File: config.mk
export PLATFORM = sky130hd
export DESIGN_NAME = iob_cpu_bus_bridge
export DESIGN_NICKNAME = d
export VERILOG_FILES = /design/src/rtl/iob_cpu_bus_bridge.sv
export SDC_FILE = /design/constraint.sdc
export NUM_CORES = 1
export LEC_CHECK = 0
export ABC_AREA = 1
export CAP_MARGIN = 20
export CORE_ASPECT_RATIO = 1.4
export CORE_MARGIN = 5
export CORE_UTILIZATION = 35
export DETAILED_ROUTE_END_ITERATION = 10
export SKIP_LAST_GASP = 1
export SLEW_MARGIN = 20
export SYNTH_ARGS = -nofsm -noshare
export SYNTH_HDL_FRONTEND = slang
export SYNTH_SLANG_ARGS = --single-unit
export TNS_END_PERCENT = 5
File: constraint.sdc
create_clock -name clk_i -period 2.9 [get_ports clk_i]
set_input_delay 0.58 -clock clk_i [delete_from_list [all_inputs] [get_ports clk_i]]
set_output_delay 0.58 -clock clk_i [all_outputs]
set_load 0.01 [all_outputs]
File: src/rtl/iob_cpu_bus_bridge.sv
// CPU command bus to IOb bridge. Requests pass through combinationally.
// Responses come back in acceptance order, tracked with a tag FIFO and a read-data FIFO.
module iob_cpu_bus_bridge #(
  parameter int unsigned ADDR_W   = 32,
  parameter int unsigned DATA_W   = 32,
  parameter int unsigned DEPTH    = 4,
  parameter bit          REMAP_EN = 1'b1
) (
  input  logic                       clk_i,
  input  logic                       rst_ni,
  input  logic                       boot_i,
  input  logic                       cmd_valid_i,
  output logic                       cmd_ready_o,
  input  logic                       cmd_wr_i,
  input  logic [ADDR_W-1:0]          cmd_addr_i,
  input  logic [DATA_W-1:0]          cmd_data_i,
  input  logic [DATA_W/8-1:0]        cmd_mask_i,
  output logic                       rsp_valid_o,
  output logic [DATA_W-1:0]          rsp_data_o,
  output logic                       rsp_error_o,
  output logic                       iob_avalid_o,
  output logic [ADDR_W-1:0]          iob_addr_o,
  output logic [DATA_W-1:0]          iob_wdata_o,
  output logic [DATA_W/8-1:0]        iob_wstrb_o,
  input  logic                       iob_ready_i,
  input  logic                       iob_rvalid_i,
  input  logic [DATA_W-1:0]          iob_rdata_i,
  output logic [$clog2(DEPTH):0]     pending_o,
  output logic                       rvalid_err_o
);

  localparam int unsigned PtrW = $clog2(DEPTH);
  localparam int unsigned CntW = PtrW + 1;

  // Tag FIFO (1 = write); its occupancy is the pending count.
  logic [DEPTH-1:0] tag_q, tag_d;
  logic [PtrW-1:0]  tag_wp_q, tag_wp_d, tag_rp_q, tag_rp_d;
  logic [CntW-1:0]  pend_q, pend_d;

  // Read-data FIFO plus count of reads still waiting for rvalid.
  logic [DATA_W-1:0] rdf_mem_q [DEPTH];
  logic [PtrW-1:0]   rdf_wp_q, rdf_wp_d, rdf_rp_q, rdf_rp_d;
  logic [CntW-1:0]   rdf_cnt_q, rdf_cnt_d;
  logic [CntW-1:0]   rd_out_q, rd_out_d;

  logic              rsp_valid_q, rsp_valid_d;
  logic [DATA_W-1:0] rsp_data_q, rsp_data_d;
  logic              err_q, err_d;

  logic full, accept, rd_accept, tag_head, retire, rd_retire, rdf_push;

  function automatic logic [CntW-1:0] upd(input logic [CntW-1:0] cnt, input logic inc,
                                          input logic dec);
    logic [CntW-1:0] r;
    r = cnt;
    if (inc && !dec) r = cnt + CntW'(1);
    if (dec && !inc) r = cnt - CntW'(1);
    return r;
  endfunction

  // Request path: full is forced low in reset so flow control sees an empty bridge.
  always_comb begin
    full         = rst_ni & (pend_q == CntW'(DEPTH));
    cmd_ready_o  = iob_ready_i & ~full;
    iob_avalid_o = cmd_valid_i & ~full;
    iob_wdata_o  = cmd_data_i;
    iob_wstrb_o  = cmd_wr_i ? cmd_mask_i : '0;
    iob_addr_o   = cmd_addr_i;
    if (REMAP_EN) iob_addr_o[ADDR_W-1] = ~boot_i;
  end

  logic unused_addr_msb;
  assign unused_addr_msb = cmd_addr_i[ADDR_W-1];

  // Next-state for FIFOs, counters and the registered response.
  always_comb begin
    accept    = cmd_valid_i & cmd_ready_o;
    rd_accept = accept & ~cmd_wr_i;
    tag_head  = tag_q[tag_rp_q];
    retire    = (pend_q != '0) && (tag_head || (rdf_cnt_q != '0));
    rd_retire = retire & ~tag_head;
    rdf_push  = iob_rvalid_i && (rd_out_q != '0);

    tag_d = tag_q;
    if (accept) tag_d[tag_wp_q] = cmd_wr_i;
    tag_wp_d  = accept ? tag_wp_q + PtrW'(1) : tag_wp_q;
    tag_rp_d  = retire ? tag_rp_q + PtrW'(1) : tag_rp_q;
    pend_d    = upd(pend_q, accept, retire);

    rdf_wp_d  = rdf_push ? rdf_wp_q + PtrW'(1) : rdf_wp_q;
    rdf_rp_d  = rd_retire ? rdf_rp_q + PtrW'(1) : rdf_rp_q;
    rdf_cnt_d = upd(rdf_cnt_q, rdf_push, rd_retire);
    rd_out_d  = upd(rd_out_q, rd_accept, rdf_push);

    rsp_valid_d = retire;
    rsp_data_d  = rsp_data_q;
    if (retire) rsp_data_d = tag_head ? '0 : rdf_mem_q[rdf_rp_q];

    err_d = err_q | (iob_rvalid_i & (rd_out_q == '0));
  end

  // State registers with synchronous active-low reset.
  always_ff @(posedge clk_i) begin
    if (!rst_ni) begin
      tag_q       <= '0;
      tag_wp_q    <= '0;
      tag_rp_q    <= '0;
      pend_q      <= '0;
      rdf_wp_q    <= '0;
      rdf_rp_q    <= '0;
      rdf_cnt_q   <= '0;
      rd_out_q    <= '0;
      rsp_valid_q <= 1'b0;
      rsp_data_q  <= '0;
      err_q       <= 1'b0;
    end else begin
      tag_q       <= tag_d;
      tag_wp_q    <= tag_wp_d;
      tag_rp_q    <= tag_rp_d;
      pend_q      <= pend_d;
      rdf_wp_q    <= rdf_wp_d;
      rdf_rp_q    <= rdf_rp_d;
      rdf_cnt_q   <= rdf_cnt_d;
      rd_out_q    <= rd_out_d;
      rsp_valid_q <= rsp_valid_d;
      rsp_data_q  <= rsp_data_d;
      err_q       <= err_d;
    end
  end

  // Read-data storage; validity is tracked by the counters, so no reset needed.
  always_ff @(posedge clk_i) begin
    if (rst_ni && rdf_push) rdf_mem_q[rdf_wp_q] <= iob_rdata_i;
  end

  assign rsp_valid_o  = rsp_valid_q;
  assign rsp_data_o   = rsp_data_q;
  assign rsp_error_o  = 1'b0;
  assign pending_o    = pend_q;
  assign rvalid_err_o = err_q;

endmodule
* After elaboration in Yosys (flattened, before gate mapping) *
Memory sizes are Yosys's and may differ from the RTL's. A register that Yosys moved wholly into a read port is not among the register bits.
Index checks and enable logic that the tools add are counted.

storage, ports and cells
  register bits after elaboration = 55
  RAM bits = 128
  input port bits = 107
  output and inout bits = 108
  word-level logic and storage cells = 78
  memories = 1

memory list
  name       words  bits a word  rd ports  clocked after memory_dff  wr ports  line  source
  rdf_mem_q  4      32           1         1                         1         41    logic [DATA_W-1:0] rdf_mem_q [DEPTH];

operators by class
  add/sub/neg operators = 10
  order comparisons = 3
  equality and inequality tests = 1
  multiplexer cells = 17
  bitwise logic cells = 12
  reduce and logical (&&, ||, !) cells = 23

operator list
  operator                                                           number
  2-to-1 mux 32 bit                                                  1
  2-to-1 mux 3 bit                                                   6
  logical AND 1 bit                                                  10
  adder 3 x 1 -> 3 bit, second input constant                        3
  nonzero test 3 bit                                                 3
  subtractor 3 x 1 -> 3 bit, second input constant                   3
  adder 2 x 1 -> 2 bit, second input constant                        4
  bitwise AND 1 bit                                                  7
  < comparator 2 x 3 -> 1 bit, second input constant                 2
  nonzero test 2 bit                                                 3
  zero test 1 bit                                                    5
  bitwise mux 4 bit                                                  1
  2-to-1 mux 1 bit                                                   4
  2-to-1 mux 2 bit                                                   2
  2-to-1 mux 4 bit                                                   1
  inverter 1 bit                                                     4
  == test 3 bit, second input constant                               1
  zero test 3 bit                                                    1
  binary-select mux 1 bit (select 2 bit)                             1
  demux 1 bit (select 2 bit)                                         1
  greater-or-equal comparator 2 x 1 -> 1 bit, second input constant  1
  logical OR 1 bit                                                   1
  OR 1 bit                                                           1

* Depth between registers and ports, before layout *
Gate-level depths: netlist (run 1).

  depth in word-level cells = 9
  depth in mapped cells = 14
  depth with buffers taken out = 14

* Least setup slack after synthesis (run 1) *
Ideal clock, no wire load.

  path kind = input port to flip-flop
  start point = input iob_rvalid_i
  end point = memory rdf_mem_q[0][0] (enable)
  setup time = 421 ps
  arrival time = 2371 ps
  required time = 2479 ps
  path slack = 108 ps
  stages = 4
  buffers on the path = 0
  cell sequence = inv_1 -> a31oi_1 -> nand2_1 -> nor2_1

on the way
  cells in the longest elaborated chain, start to end = 4

ends and longest elaborated chain
  element                                 line  source
  start: declaration                      26    input logic iob_rvalid_i,
  logical AND 1 bit                       82    rdf_push = iob_rvalid_i && (rd_out_q != '0);
  net rdf_push                            50    logic full, accept, rd_accept, tag_head, retire, rd_retire, rdf_push;
  logical AND 1 bit                       133   if (rst_ni && rdf_push) rdf_mem_q[rdf_wp_q] <= iob_rdata_i;
  2-to-1 mux 1 bit                        133
  2-to-1 mux 1 bit (implied by the code)  133
  end: declaration                        41

The timed path passes the listed nets, and every way through them passes these cells.

* Final worst setup path (run 1) *
  start point = input rst_ni
  end point = output iob_avalid_o

on the way
  cells in the longest elaborated chain, start to end = 3

ends and longest elaborated chain
  element             line  source
  start: declaration  10    input logic rst_ni,
  bitwise AND 1 bit   63    full = rst_ni & (pend_q == CntW'(DEPTH));
  inverter 1 bit      65    iob_avalid_o = cmd_valid_i & ~full;
  bitwise AND 1 bit   65
  end: declaration    21    output logic iob_avalid_o,

No other way between the ends.

==> summary.md, run 1 <==
| Metric | Value |
|---|---|
| Sequential fraction of the synthesis area | `0.589` |
| Worst R2R End | `rdf_cnt_q[2]` |
| Global-route wire length before repair | `about 30,000 um` |
| Commonest non-fill, non-tap cell in the layout | `nand2_1` |
| Initial Utilization | `0.354` |
| Clock-pin slew on the worst setup and hold paths | `around 0.060 ns` |
| Vias per std cell | `4.55` |
| Number of clock sinks seen by CTS | `between 150 and 200` |
| Power spent charging and discharging nets | `about 2.0 mW` |
| CTS tree | `built` |
| Reg-to-Reg Start | `pending_o[2]` |
| Setup TNS after final layout | `0 ns` |
| Number of synthesis warnings | `0` |
| Power density over cell area | `around 670 nW/um^2` |
| Resize count post-CTS | `0` |
| Synth Area per Inst | `~9.5 um^2` |
| Reg power frac | `0.463` |
| Type of the worst min-delay path | `reg2reg` |
| CP endpoint kind | `output port` |
| Proportion of layout cells with a drive suffix above 1 | `0.0976` |
| Unrepaired setup endpoints after global routing | `no` |
| Number of buffers inserted by hold repair at cts | `0` |
| # setup viols final | `0` |
| Count of flip-flops with a built-in enable after synthesis | `roughly 130` |
| Post-synthesis register bit count | `about 190` |
| Status | `finished, final reports clean` |
| Antenna Diode Count | `0` |
| Die width | `between 100 and 150 um` |
| Final weighted congestion of routability-driven global placement | `roughly 0.75` |
| CTS H-Tree Depth | `4` |
| Vias after detailed routing | `5,648` |
| Number of standard-cell rows in the floorplan | `67` |
| Slew HR | `0.508` |
| Worst-Margin Slew | `0.737 ns` |
| Share of the cycle needed by the critical path after routing | `0.896` |
| Mapped Nets | `~1,000` |
| Drt initial violations | `~340` |
| Minimum period implied by the final worst setup slack | `between 2 and 3 ns` |
| Max rail drop VDD | `0.433 mV` |
| Fmax | `about 0.38 GHz` |
| Number of DRC violations after detailed routing | `0` |
| Cells after synthesis | `slightly below 900` |
| Core area | `23,900 um^2` |
| HPWL after detailed placement | `around 13,000 um` |
| Worst Hold Endpoint | `rsp_data_o[4]` |
| Cells along the critical path | `clkdlybuf4s50_1 -> nand3_1 -> buf_4 -> inv_1 -> nor2_1 -> clkdlybuf4s50_1` |
| Stage delay of the slowest cell on the critical path | `roughly 0.56 ns` |
| Clock Power Share | `0.320` |
| Later-pin clock latency in the skew report | `0.43 ns` |
| Hold WS | `between 0.4 and 0.5 ns` |
| Die Y-Extent | `194 um` |
| Summed instance area of the synthesized netlist | `8470 um^2` |
| Number of buffer cells added on primary ports | `86` |
| CP max stage cell | `clkdlybuf4s50_1` |
| Static Leakage | `roughly 4 nW` |
| Global-route congestion overflow total | `0` |
| Max-capacitance violation count | `0` |
| Logic pwr share | `0.216` |
| Register-to-register setup slack | `0.53 ns` |
| Depth of the most critical reg-to-reg path | `11` |
| Most frequent cells in the layout | `nand2_1, inv_1, edfxtp_1, clkdlybuf4s50_1, nand3_1` |
| Critical path's most frequent cell | `clkdlybuf4s50_1` |
| Worst Skew | `0.0103 ns` |
| Async SR Flop Fraction | `0` |
| CP Launch Type | `input pin` |
| Worst Hold Depth | `2` |
| Worst Path Max Fanout | `5` |
| Area grow syn2layout | `17.0%` |
| Initial antenna violation count | `0` |
| Sw Share | `0.304` |
| Via count of the first global-routing pass | `approximately 5,500` |
| Final cell utilization of the core | `0.415` |
| Maximum number of pins on one net before global-route repair | `65` |
| Post-placement cell count | `1,210` |
| Unique cell type count in the Yosys netlist | `31` |
| Number of standard cells in the final layout excluding fillers | `between 1,000 and 1,500` |
| HP Start | `rsp_data_o[4]` |
| Total power of the final layout | `around 6.6 mW` |
| Final Net Count | `1,040` |
| Count of endpoints failing hold in the final timing report | `0` |
| Setup Buffers After CTS | `0` |
| Number of pins with negative max-slew slack in the final report | `0` |
| Initial DRT Pass Iterations | `4` |
| Num ports | `215` |
| Required time of the critical path | `between 2 and 2.5 ns` |
| Critical path start-end classification | `in2out` |
| Total internal power | `4.62 mW` |
| Routed len/inst | `approximately 16 um` |
| Gr usage total | `0.143` |
| Clk buf depth | `2` |
| Leading register cell type out of synthesis | `edfxtp_1` |
| Die Outline Area | `27,400 um^2` |
| Root buffer selected by CTS | `clkbuf_16` |
| CP arrival | `roughly 2.0 ns` |
| Final WL | `a little under 20,000 um` |
| Antenna violation net count after detailed routing | `0` |
| Number of buffers created by CTS | `17` |
[how the worst max path moves through the flow]
stage                            start               to  slack [ns]  cells after the start
after floorplan           iob_rvalid_i  rdf_mem_q[0][0]        0.11                      4
after global placement          rst_ni      rd_out_q[2]        0.17                     11
after detailed placement        rst_ni      rd_out_q[2]        0.19                     11
after CTS                       rst_ni     iob_avalid_o        0.28                      6
after global routing            rst_ni     iob_avalid_o        0.19                      6
final                           rst_ni     iob_avalid_o        0.30                      6
[kinds of logic (layout without fill, tap and decap cells)]
group | after synthesis | count (layout) | synth area share
other | 1 | 1 | 0.000443
AOI/OAI and AO/OA | 70 | 70 | 0.0461
xor gates and xnor gates | 1 | 1 | 0.00103
buffers and inverters | 270 | 310 | 0.153
adders and majority gates | 14 | 14 | 0.0233
and+or+nand+nor | 351 | 351 | 0.187
DFF | 185 | 185 | 0.589
[per-layer routing]
layer | global-route usage | share of wire
met5 | 0 | 0
met4 | 0.106 | 0.065
met3 | 0.0262 | 0.045
met2 | 0.254 | 0.52
met1 | 0.146 | 0.37
[Yosys cell counts (all sizes together), types with 3 or more instances]
master | n | area [um^2]
dfxtp | 57 | 1140
inv | 166 | 623
nor2 | 19 | 71.3
edfxtp | 128 | 3840
nand2 | 218 | 875
clkbuf | 23 | 86.3
a21oi | 54 | 304
ha | 11 | 138
nand4 | 40 | 250
nand3 | 71 | 365
buf | 80 | 586
fa | 3 | 60.1
o21ai | 13 | 65.1
[registers in the layout (all words and copies together), names as in the netlist, named ones only]
name and flops:
pending_o 3, rd_out_q 3, rdf_cnt_q 3, rdf_mem_q 128, rdf_rp_q 2, rdf_wp_q 2
rsp_data_o 32, rsp_valid_o 1, rvalid_err_o 1, tag_q 4, tag_rp_q 2, tag_wp_q 2
[per-stage QoR]
stage | cell area, um^2 | worst slack (ns)
4_1_cts | 9910 | 0.276
3_3_place_gp | 9370 | 0.166
5_1_grt | 9910 | 0.186
6_report | 9910 | 0.302
3_5_place_dp | 9370 | 0.191
2_1_floorplan | 8470 | 0.108
[power by group through the flow]
stage | logic [mW] | clock network [mW] | registers, mW
2_1_floorplan | 0.974 | 0 | 3.13
3_3_place_gp | 1.44 | 0 | 3.13
3_5_place_dp | 1.45 | 0 | 3.13
4_1_cts | 1.46 | 2.18 | 3.07
5_1_grt | 1.59 | 2.28 | 3.09
6_report | 1.44 | 2.12 | 3.07
[worst max-delay path: cells and delay by family]
kind,cells,cell delay [ns]
buffers and inverters,4,1.17
and+or+nand+nor,2,0.26
[area by class of cell]
cell class / instances / area [um^2]
Sequential cell: 185 / 4990
Inverter: 167 / 627
Fill cell: 2290 / 14000
Clock buffer: 20 / 447
Multi-Input combinational cell: 437 / 2210
Clock inverter: 12 / 96.3
Timing Repair Buffer: 111 / 1150
Tap cell: 310 / 388
Note: power is estimated with default switching activity, not from simulation.
==> run 2: changes to the inputs <==
--- a/config.mk
+++ b/config.mk
@@ -11,6 +11,7 @@
 export CORE_MARGIN = 5
 export CORE_UTILIZATION = 35
 export DETAILED_ROUTE_END_ITERATION = 10
+export GPL_TIMING_DRIVEN = 0
 export SKIP_LAST_GASP = 1
 export SLEW_MARGIN = 20
 export SYNTH_ARGS = -nofsm -noshare
==> summary.md, run 2 (synthesis gave the netlist of run 1 again) <==
| Metric | Value |
|---|---|
| Hold WS | `0.461 ns (+0.000766 ns)` |
| Max rail drop VDD | `0.420 mV (-3.1%)` |
| Share of the cycle needed by the critical path after routing | `0.950 (+0.0538)` |
| Minimum period implied by the final worst setup slack | `2.75 ns (+0.156 ns)` |
| Total internal power | `4.90 mW (+6.1%)` |
| Number of DRC violations after detailed routing | `0 (unchanged)` |
| Post-detailed-placement cell area | `10,500 um^2 (+12%)` |
| Type of the worst min-delay path | `reg2reg` |
| Status | `finished, final reports clean` |
| Post-place setup slack | `-0.120 ns (-0.311 ns)` |
| Unrepaired setup endpoints after global routing | `no` |
| Root buffer selected by CTS | `clkbuf_16` |
| Number of standard-cell rows in the floorplan | `67 (unchanged)` |
| Die Outline Area | `27,400 um^2 (unchanged)` |
| Required time of the critical path | `2.32 ns (about the same)` |
| Number of standard cells in the final layout excluding fillers | `1,386 (+12%)` |
| Core area | `23,900 um^2 (unchanged)` |
| Area grow syn2layout | `30.5%` |
| CTS tree | `built` |
| Proportion of layout cells with a drive suffix above 1 | `0.139 (+0.0410)` |
| Final weighted congestion of routability-driven global placement | `0.735 (-1.4%)` |
| Drt initial violations | `356 (+3.5%)` |
| Final cell area excluding filler cells | `11,100 um^2 (+12%)` |
| CP Launch Type | `input pin` |
| Sw Share | `0.303 (-0.00108)` |
| Routed len/inst | `15.8 um (-0.80%)` |
| Power density over cell area | `635 nW/um^2 (-5.1%)` |
| Number of buffers created by CTS | `17 (unchanged)` |
| Num ports | `215 (unchanged)` |
| Initial DRT Pass Iterations | `4 (unchanged)` |
| Most frequent cells in the layout | `nand2_1, inv_1, clkdlybuf4s50_1, edfxtp_1, nand3_1` |
| # setup viols final | `0 (unchanged)` |
| Max-capacitance violation count | `0 (unchanged)` |
| Maximum number of pins on one net before global-route repair | `20 (-69%)` |
| Reg power frac | `0.435 (-0.028)` |
| Power spent charging and discharging nets | `2.13 mW (+5.5%)` |
| Clock Power Share | `0.325 (+0.005)` |
| Via count of the first global-routing pass | `6,062 (+9.9%)` |
| CTS H-Tree Depth | `4 (unchanged)` |
| Vias after detailed routing | `6,270 (+11%)` |
| CP endpoint kind | `output port` |
| Vias per std cell | `4.52 (-0.52%)` |
| HPWL after detailed placement | `15,500 um (+22%)` |
| Worst Skew | `0.00756 ns (-0.00274 ns)` |
| Number of pins with negative max-slew slack in the final report | `0 (unchanged)` |
| Worst-Margin Slew | `0.712 ns (-0.0258 ns)` |
| Setup Buffers After CTS | `0 (unchanged)` |
| Global-route wire length before repair | `33,200 um (+11%)` |
| Die Y-Extent | `194 um (unchanged)` |
| Critical path start-end classification | `in2out` |
| Final worst setup slack | `0.146 ns (-0.156 ns)` |
| Antenna violation net count after detailed routing | `0 (unchanged)` |
| Logic pwr share | `0.241 (+0.025)` |
| Clock-pin slew on the worst setup and hold paths | `0.06 ns (about the same)` |
| Global-route congestion overflow total | `0 (unchanged)` |
| Die width | `141 um (unchanged)` |
| Initial Utilization | `0.354 (unchanged)` |
| CP arrival | `2.17 ns (+0.15 ns)` |
| Number of buffer cells added on primary ports | `147 (+71%)` |
| Post-placement cell count | `1,353 (+12%)` |
| Initial antenna violation count | `1 (+1)` |
| Count of endpoints failing hold in the final timing report | `0 (unchanged)` |
| Commonest non-fill, non-tap cell in the layout | `nand2_1` |
| Slew HR | `0.526 (+0.0172)` |
| Number of flip-flops in the largest register | `128 (unchanged)` |
| Gr usage total | `0.157 (+0.0145)` |
| Worst Path Max Fanout | `7 (+2)` |
| Later-pin clock latency in the skew report | `0.43 ns (about the same)` |
| Register with the most flip-flops | `rdf_mem_q` |
| Fmax | `0.363 GHz (-5.7%)` |
| Final WL | `21,800 um (+11%)` |
| Final Net Count | `1,183 (+14%)` |
| Static Leakage | `4.58 nW (+14%)` |
| Clk buf depth | `2 (unchanged)` |
| Number of clock sinks seen by CTS | `185 (unchanged)` |
[run 2: cell types whose count changed in the layout (fill, tap and decap cells not counted), moves of 3 or more]
cell / before / now
buf_12: 8 / 0
buf_4: 17 / 65
buf_2: 0 / 12
clkinv_1: 0 / 3
buf_16: 0 / 4
clkdlybuf4s50_1: 86 / 147
clkbuf_1: 2 / 23
[run 2: power groups by stage]
stage / registers (mW) / clock network (mW) / logic (mW)
2_1_floorplan: 3.13 / 0 / 0.974
3_3_place_gp: 3.11 / 0 / 1.66
3_5_place_dp: 3.11 / 0 / 1.70
4_1_cts: 3.05 / 2.31 / 1.71
5_1_grt: 3.07 / 2.43 / 1.85
6_report: 3.05 / 2.28 / 1.69
[run 2: critical path: stages]
cell and delay (ns):
clkdlybuf4s50_1 0.55, nand3_2 0.19, inv_1 0.08, nor2_2 0.17
clkdlybuf4s50_1 0.60
[run 2: cell type report]
cell class | count | area [um^2]
fillers | 2277 | 12800
repair buffers | 151 | 1580
clock inverters | 15 | 150
plain buffers | 103 | 672
inverters | 167 | 627
diodes | 1 | 2.50
well taps | 310 | 388
multi-input cells | 437 | 2220
flip-flops and latches | 185 | 4980
clock buffers | 17 | 425
[run 2: timing repair]
item,CTS,global route
pin swaps,0,0
gates resized for setup,1,1
hold buffers,0,0
setup endpoints to repair,1,1
[run 2: path summary, 6_finish.rpt]
kind | start | to | slack (ns) | cells past startpoint
setup / recovery | rst_ni | iob_avalid_o | 0.15 | 5
hold / removal | rsp_data_o[12] | rsp_data_o[12] | 0.46 | 2
setup reg to reg | rd_out_q[0] | rdf_mem_q[1][20] | 0.60 | 5
hold reg to reg | rsp_data_o[12] | rsp_data_o[12] | 0.46 | 2
[run 2: through the flow]
stage / power (mW) / util / setup TNS, ns
3_5_place_dp: 4.81 / 0.438 / -1.24
3_3_place_gp: 4.77 / 0.432 / -226.89
5_1_grt: 7.35 / 0.463 / 0
4_1_cts: 7.08 / 0.462 / 0
6_report: 7.02 / 0.463 / 0
2_1_floorplan: 4.10 / - / 0
[run 2: routing by layer]
| layer | routed length [um] | GRT usage | up-vias |
|---|---|---|---|
| met1 | 8060 | 0.164 | 2868 |
| met2 | 11700 | 0.301 | 240 |
| met4 | 367 | 0.0580 | 0 |
| li1 | - | - | 3138 |
| met3 | 1680 | 0.0355 | 24 |
| met5 | 0 | 0 | - |
==> run 3: changes to the inputs <==
--- a/config.mk
+++ b/config.mk
@@ -8,13 +8,13 @@
 export ABC_AREA = 1
 export CAP_MARGIN = 20
 export CORE_ASPECT_RATIO = 1.4
-export CORE_MARGIN = 5
-export CORE_UTILIZATION = 35
+export CORE_MARGIN = 8
+export CORE_UTILIZATION = 45
 export DETAILED_ROUTE_END_ITERATION = 10
 export GPL_TIMING_DRIVEN = 0
+export PLACE_DENSITY = 0.77
 export SKIP_LAST_GASP = 1
 export SLEW_MARGIN = 20
 export SYNTH_ARGS = -nofsm -noshare
 export SYNTH_HDL_FRONTEND = slang
 export SYNTH_SLANG_ARGS = --single-unit
-export TNS_END_PERCENT = 5
==> summary.md, run 3 (synthesis gave the netlist of run 1 again) <==
| Metric | Value |
|---|---|
| CP endpoint kind | `output port` |
| Antenna violation net count after detailed routing | `0 (unchanged)` |
| CTS H-Tree Depth | `4 (unchanged)` |
| Initial DRT Pass Iterations | `5 (+1)` |
| Clk buf depth | `2 (unchanged)` |
| Area occupied by multi-input gates | `2220 um^2 (unchanged)` |
| Core area | `18,500 um^2 (-22%)` |
| Die Y-Extent | `178 um (-8.1%)` |
| Proportion of layout cells with a drive suffix above 1 | `0.141 (+0.00266)` |
| FF/Latch Area | `4980 um^2 (unchanged)` |
| Antenna Diode Count | `0 (-1)` |
| Resize count post-CTS | `1 (unchanged)` |
| Static Leakage | `4.60 nW (+0.39%)` |
| # setup viols final | `0 (unchanged)` |
| Area grow syn2layout | `30.1%` |
| Count of endpoints failing hold in the final timing report | `0 (unchanged)` |
| Number of DRC violations after detailed routing | `0 (unchanged)` |
| Final worst setup slack | `0.125 ns (-0.0210 ns)` |
| CP max stage cell | `clkdlybuf4s50_1` |
| Number of standard-cell rows in the floorplan | `59 (-12%)` |
| Max rail drop VDD | `0.444 mV (+5.9%)` |
| Filler Cell Count | `1,462 (-36%)` |
| Later-pin clock latency in the skew report | `0.44 ns (about the same)` |
| Final Net Count | `1,184 (+0.085%)` |
| Die Outline Area | `23,500 um^2 (-14%)` |
| Initial antenna violation count | `0 (-1)` |
| Cells along the critical path | `clkdlybuf4s50_1 -> nand3_2 -> inv_1 -> nor2_2 -> clkdlybuf4s50_1` |
| Final cell utilization of the core | `0.595 (+0.132)` |
| Gr usage total | `0.198 (+0.0413)` |
| Via count of the first global-routing pass | `6,727 (+11%)` |
| Vias after detailed routing | `6,667 (+6.3%)` |
| Crit-path leading delay family | `buffers and inverters` |
| Routed len/inst | `17.8 um (+13%)` |
| Number of flip-flops in the largest register | `128 (unchanged)` |
| Max-capacitance violation count | `0 (unchanged)` |
| CTS tree | `built` |
| Share of the cycle needed by the critical path after routing | `0.957 (+0.00726)` |
| Global-route wire length before repair | `36,200 um (+9.1%)` |
| Critical path's most frequent cell | `clkdlybuf4s50_1` |
| Power density over cell area | `644 nW/um^2 (+1.3%)` |
| Slew HR | `0.522 (-0.00379)` |
| Minimum period implied by the final worst setup slack | `2.78 ns (+0.0210 ns)` |
| Vias per std cell | `5.05 (+12%)` |
| CP arrival | `2.20 ns (+0.03 ns)` |
| Status | `finished, final reports clean` |
| Unrepaired setup endpoints after global routing | `no` |
| Num ports | `215 (unchanged)` |
| Clock-pin slew on the worst setup and hold paths | `0.08 ns (+0.02 ns)` |
| Most frequent cells in the layout | `nand2_1, inv_1, clkdlybuf4s50_1, edfxtp_1, nand3_1` |
| Commonest non-fill, non-tap cell in the layout | `nand2_1` |
| CP Launch Type | `input pin` |
| Number of buffers inserted by hold repair at cts | `0 (unchanged)` |
| Global-route congestion overflow total | `0 (unchanged)` |
| Worst Skew | `0.00819 ns (+0.000631 ns)` |
| Post-place setup slack | `-0.121 ns (-0.000557 ns)` |
| Combined buffer and inverter count along the critical path | `3 (unchanged)` |
| Root buffer selected by CTS | `clkbuf_16` |
| Number of pins with negative max-slew slack in the final report | `0 (unchanged)` |
| Drt initial violations | `465 (+31%)` |
| Fmax | `0.360 GHz (-0.76%)` |
| Number of buffer cells added on primary ports | `147 (unchanged)` |
| Register with the most flip-flops | `rdf_mem_q` |
| Critical path start-end classification | `in2out` |
| Setup Buffers After CTS | `0 (unchanged)` |
| Type of the worst min-delay path | `reg2reg` |
| Number of clock sinks seen by CTS | `185 (unchanged)` |
| Worst-Margin Slew | `0.716 ns (+0.00398 ns)` |
| Maximum number of pins on one net before global-route repair | `24 (+20%)` |
| Die width | `132 um (-6.7%)` |
| Stage delay of the slowest cell on the critical path | `0.58 ns (-0.02 ns)` |
| Initial Utilization | `0.457 (+0.103)` |
| Number of buffers created by CTS | `17 (unchanged)` |
| Worst Path Max Fanout | `7 (unchanged)` |
| Required time of the critical path | `2.32 ns (about the same)` |
| Final weighted congestion of routability-driven global placement | `0.822 (+12%)` |
| Final WL | `23,500 um (+7.8%)` |
| HPWL after detailed placement | `17,000 um (+9.3%)` |
run 3: cell type report:
cell class                      instances  area share
Buffer                                103      0.0610
Clock buffer                           17      0.0386
Clock inverter                         15      0.0169
Inverter                              167      0.0569
Multi-Input combinational cell        437       0.202
Sequential cell                       185       0.452
Tap cell                              244      0.0277
Timing Repair Buffer                  152       0.145
run 3: worst paths after layout:
| kind | startpoint | endpoint | slack (ns) | depth (start not counted) |
|---|---|---|---|---|
| max | rst_ni | iob_avalid_o | 0.12 | 5 |
| min | rsp_data_o[6] | rsp_data_o[6] | 0.46 | 2 |
| max reg2reg | tag_rp_q[0] | pending_o[2] | 0.59 | 13 |
| min reg2reg | rsp_data_o[6] | rsp_data_o[6] | 0.46 | 2 |
run 3: metrics by stage:
step	power, mW	hold slack (ns)	cell area (um^2)	TNS [ns]	instances
2_1_floorplan	4.10	0.444	8470	0	892
3_3_place_gp	4.72	0.447	10200	-209.83	1283
3_5_place_dp	4.79	0.453	10400	-0.618	1288
4_1_cts	7.10	0.465	11000	0	1320
5_1_grt	7.36	0.482	11000	0	1320
6_report	7.09	0.461	11000	0	1320
run 3: metal layers:
layer | global-route usage | vias up | share of wire
met4 | 0.0792 | 0 | 0.024
met3 | 0.0547 | 52 | 0.089
met2 | 0.373 | 359 | 0.53
met1 | 0.204 | 3114 | 0.36
li1 | - | 3142 | -
met5 | 0 | - | 0
run 3: tightest hold or removal path, cell delays in order (launching register included):
cell     delay (ns)
dfxtp_1        0.31
nand2_1        0.06
a21oi_1        0.05
run 3: power by group:
part | internal, mW | switching, mW
registers | 2.97 | 0.0935
logic | 0.648 | 1.03
clock network | 1.24 | 1.11
